==> src/rtl/game_sequencer.sv <==
// Top-level game control FSM: board selection, board load, move handshaking,
// step counting and the win animation for the sliding-tile game.
module game_sequencer #(
    parameter int LED_DIV  = 24,
    parameter int STEP_MAX = 63
) (
    input  logic       clk_d,
    input  logic       rst,
    input  logic       start_sw,
    input  logic       reset_flag,
    input  logic [3:0] act_flag,
    input  logic       init_done,
    input  logic       move_done,
    input  logic       move_valid,
    input  logic       win_flag,
    output logic [1:0] game_status,
    output logic       load_board,
    output logic       move_req,
    output logic [1:0] move_dir,
    output logic [5:0] step_number,
    output logic [7:0] flow_led
);

    typedef enum logic [1:0] {
        CHOSE_BOARD  = 2'b00,
        GAMING       = 2'b01,
        GAME_INITIAL = 2'b10,
        WINNED       = 2'b11
    } state_t;

    localparam logic [5:0] STEP_LIM = 6'(STEP_MAX);

    state_t               state;
    state_t               next_state;
    logic                 start_prev;
    logic                 pend_exit;
    logic                 pend_restart;
    logic [LED_DIV-1:0]   led_div;
    logic                 start_evt;
    logic                 accept_move;
    logic                 finish_move;

    function automatic logic [1:0] lowest_dir(input logic [3:0] flags);
        if (flags[0])      return 2'd0;
        else if (flags[1]) return 2'd1;
        else if (flags[2]) return 2'd2;
        else               return 2'd3;
    endfunction

    assign start_evt   = start_sw & ~start_prev;
    assign game_status = state;

    // Transition decisions; entry side effects are applied in the register block.
    always_comb begin
        // NOTE: every combinational output gets a default first so no latch is inferred.
        next_state  = state;
        accept_move = 1'b0;
        finish_move = 1'b0;
        case (state)
            CHOSE_BOARD: begin
                if (start_evt) next_state = GAME_INITIAL;
            end
            GAME_INITIAL: begin
                if (!start_sw)      next_state = CHOSE_BOARD;
                else if (init_done) next_state = GAMING;
            end
            GAMING: begin
                if (move_req) begin
                    // Exit/restart requests wait for the outstanding move to finish.
                    if (move_done) begin
                        finish_move = 1'b1;
                        if (pend_exit || !start_sw)           next_state = CHOSE_BOARD;
                        else if (pend_restart || reset_flag)  next_state = GAME_INITIAL;
                    end
                end else begin
                    if (!start_sw)         next_state = CHOSE_BOARD;
                    else if (reset_flag)   next_state = GAME_INITIAL;
                    else if (win_flag)     next_state = WINNED;
                    else if (|act_flag)    accept_move = 1'b1;
                end
            end
            WINNED: begin
                if (!start_sw)       next_state = CHOSE_BOARD;
                else if (reset_flag) next_state = GAME_INITIAL;
            end
            default: next_state = CHOSE_BOARD;
        endcase
    end

    always_ff @(posedge clk_d) begin
        if (rst) begin
            state        <= CHOSE_BOARD;
            start_prev   <= 1'b0;
            pend_exit    <= 1'b0;
            pend_restart <= 1'b0;
            load_board   <= 1'b0;
            move_req     <= 1'b0;
            move_dir     <= 2'd0;
            step_number  <= 6'd0;
            flow_led     <= 8'h00;
            led_div      <= '0;
        end else begin
            // NOTE: non-blocking assignments throughout; later assignments in this block override earlier ones.
            state      <= next_state;
            start_prev <= start_sw;
            load_board <= 1'b0;

            if (accept_move) begin
                move_req <= 1'b1;
                move_dir <= lowest_dir(act_flag);
            end

            if (finish_move) begin
                move_req     <= 1'b0;
                pend_exit    <= 1'b0;
                pend_restart <= 1'b0;
                if (move_valid && step_number < STEP_LIM)
                    step_number <= step_number + 6'd1;
            end else if (state == GAMING && move_req) begin
                pend_exit    <= pend_exit | ~start_sw;
                pend_restart <= pend_restart | reset_flag;
            end

            // Entering a new game clears the count, overriding a same-cycle increment.
            if (next_state == GAME_INITIAL && state != GAME_INITIAL) begin
                load_board  <= 1'b1;
                step_number <= 6'd0;
            end

            if (next_state == WINNED) begin
                if (state != WINNED) begin
                    flow_led <= 8'h01;
                    led_div  <= '0;
                end else begin
                    led_div <= led_div + 1'b1;
                    if (&led_div) flow_led <= {flow_led[6:0], flow_led[7]};
                end
            end else begin
                flow_led <= 8'h00;
            end
        end
    end

endmodule

==> config.mk <==
export PLATFORM = sky130hd
export DESIGN_NAME = game_sequencer
export DESIGN_NICKNAME = d
export VERILOG_FILES = /design/src/rtl/game_sequencer.sv
export SDC_FILE = /design/constraint.sdc
export NUM_CORES = 1
export LEC_CHECK = 0
export CAP_MARGIN = 20
export CORE_AREA = 2 2 76 78
export DETAILED_ROUTE_END_ITERATION = 7
export DIE_AREA = 0 0 78 80
export PLACE_DENSITY = 0.76
export SLEW_MARGIN = 0
export SYNTH_ARGS = -nofsm -noshare
export SYNTH_HDL_FRONTEND = slang
export SYNTH_SLANG_ARGS = --single-unit
==> constraint.sdc <==
create_clock -name clk_d -period 2.4 [get_ports clk_d]
set_input_delay 0.6 -clock clk_d [delete_from_list [all_inputs] [get_ports clk_d]]
set_output_delay 0.6 -clock clk_d [all_outputs]
set_load 0.02 [all_outputs]
==> results.py <==
metrics = {
    "synthesis": {
        "synthesis.instances": 283,
        "yosysWarnings": 0,
        "ys_dominant_reg_cell": "sky130_fd_sc_hd__dfxtp_1",
        "netlist-cell-type-count": 56,
        "postSynthNetCount": 297,
        "avgSynthCellArea_um2": 8.73,
        "syn-cell-area_um2": 2470,
        "synth-async-reset-ratio": 0,
        "ys_seq_elements": 47,
        "synth-seq-area-share": 0.381,
        "synth-edff-count": 0,
    },
    "clock_tree": {
        "insertion_delay_ns": 0.30,
        "number_of_buffers_added_by_the_clock_tree_synthesis_step": 5,
        "cts_post_setup_buffers_inserted": 0,
        "clkSinkCount": 47,
        "cts_htree_levels": 2,
        "cts_max_path_buffers": 2,
        "clock_tree_from_tritoncts": "done",
        "cts.reportedPaths.clkPinSlew_ns": 0.08,
        "root_buffer": "sky130_fd_sc_hd__clkbuf_8",
        "post_cts_resized": 0,
        "cts_hold_buf": 0,
    },
    "global_route": {
        "track_usage": 0.189,
        "antenna_found_initial": 0,
        "grt_start_max_net_pins": 16,
        "first_global_vias": 2085,
        "gr-total-overflow": 0,
        "first_pass_grt_wire_length_um": 9480,
    },
    "setup_path": {
        "path_cells": "clkdlybuf4s50_1, nor2_1, o21ai_0, a32oi_4, buf_4, o311ai_0, o31ai_1",
        "cp_slowest_cell": "sky130_fd_sc_hd__clkdlybuf4s50_1",
        "r2r-end": "flow_led[0]",
        "timing.critical_path.required_ns": 2.57,
        "critical_path.max_stage_delay_ns": 0.54,
        "r2r_slack_ns": 0.54,
        "worst_setup_path_start_kind": "primary input",
        "critical_path.endpoint_type": "register",
        "critical_path.max_fanout": 6,
        "timing.critical_path.arrival_ns": 2.32,
        "startpoint": "reset_flag",
        "worst_r2r_path_depth": 6,
        "r2r-start": "led_div[0]",
        "worst-setup-path-type": "primary input to register",
    },
    "routing": {
        "totalWireLength_um": 5520,
        "met3RoutedLength_um": 294,
        "post_drt_wl_per_cell_um": 13.9,
        "met1Wirelength_um": 2610,
        "routed.top_layer": "met4",
        "final_antenna_net_count": 0,
        "vias_per_cell": 5.61,
        "routed_met2_length_um": 2560,
        "firstDrtPassIters": 4,
        "dr_total_vias": 2222,
        "remaining_drc_errors": 0,
        "drtIter0Drc": 122,
    },
    "placement": {
        "port_buffers": 31,
        "place.detailed.hpwl_um": 3900,
        "place.detailed.instances": 389,
        "gp_congestion": 0.851,
    },
    "die": {
        "placement_rows": 27,
        "die_height_um": 80,
        "floorplan.initialDensity": 0.457,
        "die_w_um": 78,
        "top_level_ports": 32,
        "floorplan.die_area_um2": 6240,
        "core_region_area_um2": 5410,
    },
    "sta": {
        "hold_viol": 0,
        "grt_setup_unrepaired": "false",
        "finalSetupViolations": 0,
        "sum_neg_setup_slack_ns": 0,
        "timing.max_slew.rel_slack": 0.758,
        "final.period_utilization": 0.896,
        "period_needed_ns": 2.15,
        "clock.fmax_mhz": 465,
        "maxSlewViolCount": 0,
        "max_slew.worst_pin.slew_ns": 0.354,
        "finClkSkew_ns": 0.00404,
    },
    "min_path": {
        "min_delay_worst_endpoint": "led_div[8]",
        "holdCritPathClass": "register to register",
        "holdPathStages": 1,
        "holdCritStartpoint": "led_div[8]",
    },
    "layout": {
        "fillCellCount": 509,
        "drive_gt1_frac": 0.127,
        "antenna_cells": 0,
        "layout.core_utilization": 0.559,
        "layout.cells.non_filler": 396,
        "syn_to_final_growth_pct": 22.4,
        "layout.area.seq_um2": 941,
        "num-nets-final": 338,
        "multi_input_comb_area_um2": 1440,
    },
    "power_and_ir_drop": {
        "ir_drop_uv": 224,
        "design_power_total_mw": 1.37,
        "power_leakage_nw": 1.09,
        "p_per_area_nw_per_um2": 452,
    },
    "run": {
        "drv.max_cap_violation_count": 0,
    },
    "status": {
        "outcome": "finished, final reports clean",
    },
}
per-layer routing:
metal,vias to the layer above,track usage
met4,0,0.0526
met3,8,0.0441
met5,-,0
met2,69,0.319
met1,1007,0.241
li1,1138,-
cell usage in the layout (no fill, tap or decap), types with 4 or more instances in the layout:
master                            netlist  routed
sky130_fd_sc_hd__dfxtp_1               47      47
sky130_fd_sc_hd__nor2_1                32      32
sky130_fd_sc_hd__clkdlybuf4s50_1        0      31
sky130_fd_sc_hd__nand2_1               24      24
sky130_fd_sc_hd__o21ai_0               22      22
sky130_fd_sc_hd__buf_4                  2      16
sky130_fd_sc_hd__a21oi_1               14      14
sky130_fd_sc_hd__nand3_1               13      13
sky130_fd_sc_hd__mux2i_1               12      12
sky130_fd_sc_hd__nand4_1                9       9
sky130_fd_sc_hd__and2_1                 9       9
sky130_fd_sc_hd__clkbuf_8               0       6
sky130_fd_sc_hd__and3_1                 5       5
sky130_fd_sc_hd__nor3_1                 5       5
sky130_fd_sc_hd__a311oi_2               5       5
sky130_fd_sc_hd__a211oi_1               5       5
sky130_fd_sc_hd__a31oi_1                4       4
cell usage after synthesis, types with 6 or more instances:
cell,instances,area (um2)
sky130_fd_sc_hd__nand2_1,24,90.1
sky130_fd_sc_hd__nor2_1,32,120
sky130_fd_sc_hd__dfxtp_1,47,941
sky130_fd_sc_hd__mux2i_1,12,120
sky130_fd_sc_hd__o21ai_0,22,110
sky130_fd_sc_hd__nand3_1,13,65.1
sky130_fd_sc_hd__a21oi_1,14,70.1
sky130_fd_sc_hd__and2_1,9,56.3
sky130_fd_sc_hd__nand4_1,9,56.3
sky130_fd_sc_hd__clkbuf_1,6,22.5
logic make-up (layout without fill, tap and decap cells):
| logic type | count (synthesis) | count (layout) | synth area share |
|---|---|---|---|
| compound gates | 76 | 76 | 0.235 |
| flops | 47 | 47 | 0.381 |
| fa+ha+maj | 2 | 2 | 0.0101 |
| simple gates | 124 | 124 | 0.274 |
| buf+inv | 17 | 58 | 0.0344 |
| mux | 12 | 12 | 0.0486 |
| xor+xnor | 5 | 5 | 0.0177 |
area by class of cell:
type,instances,share of cell area
inverters,3,0.00372
well taps,72,0.0298
flip-flops and latches,47,0.311
clock inverters,1,0.00165
multi-input cells,219,0.477
clock buffers,6,0.0273
repair buffers,48,0.149
registers in the layout (all words and copies together), names as in the netlist:
signal        count
flow_led          8
game_status       2
led_div          24
load_board        1
move_dir          2
move_req          1
pend_exit         1
pend_restart      1
start_prev        1
step_number       6
critical path: cells and delay by family:
kind,cells,cell delay [ns]
AOI/OAI and AO/OA,4,0.95
buffers and inverters,2,0.73
and+or+nand+nor,1,0.05
power by group:
part	switching (mW)	total [mW]	leakage [nW]	internal (mW)
Clock	0.259	0.486	0.0470	0.226
Combinational	0.0478	0.0936	0.659	0.0458
Sequential	0.00417	0.787	0.379	0.783
how the worst max path moves through the flow:
stage	cells after the start	end	slack [ns]
finish	7	led_div[13]	0.25
global route	7	led_div[13]	0.19
CTS	1	game_status[0]	0.26
detailed placement	7	led_div[13]	-0.06
global placement	7	led_div[14]	0.1
floorplan	5	led_div[12]	0.64
through the flow:
step	setup slack, ns	hold WS [ns]	area (um2)
final	0.250	0.486	3020
after global routing	0.195	0.510	3020
after CTS	0.257	0.484	3020
after detailed placement	-0.0618	0.471	2940
after global placement	0.0970	0.459	2940
after floorplan	0.640	0.440	2470
(Power assumes the default switching activity.)
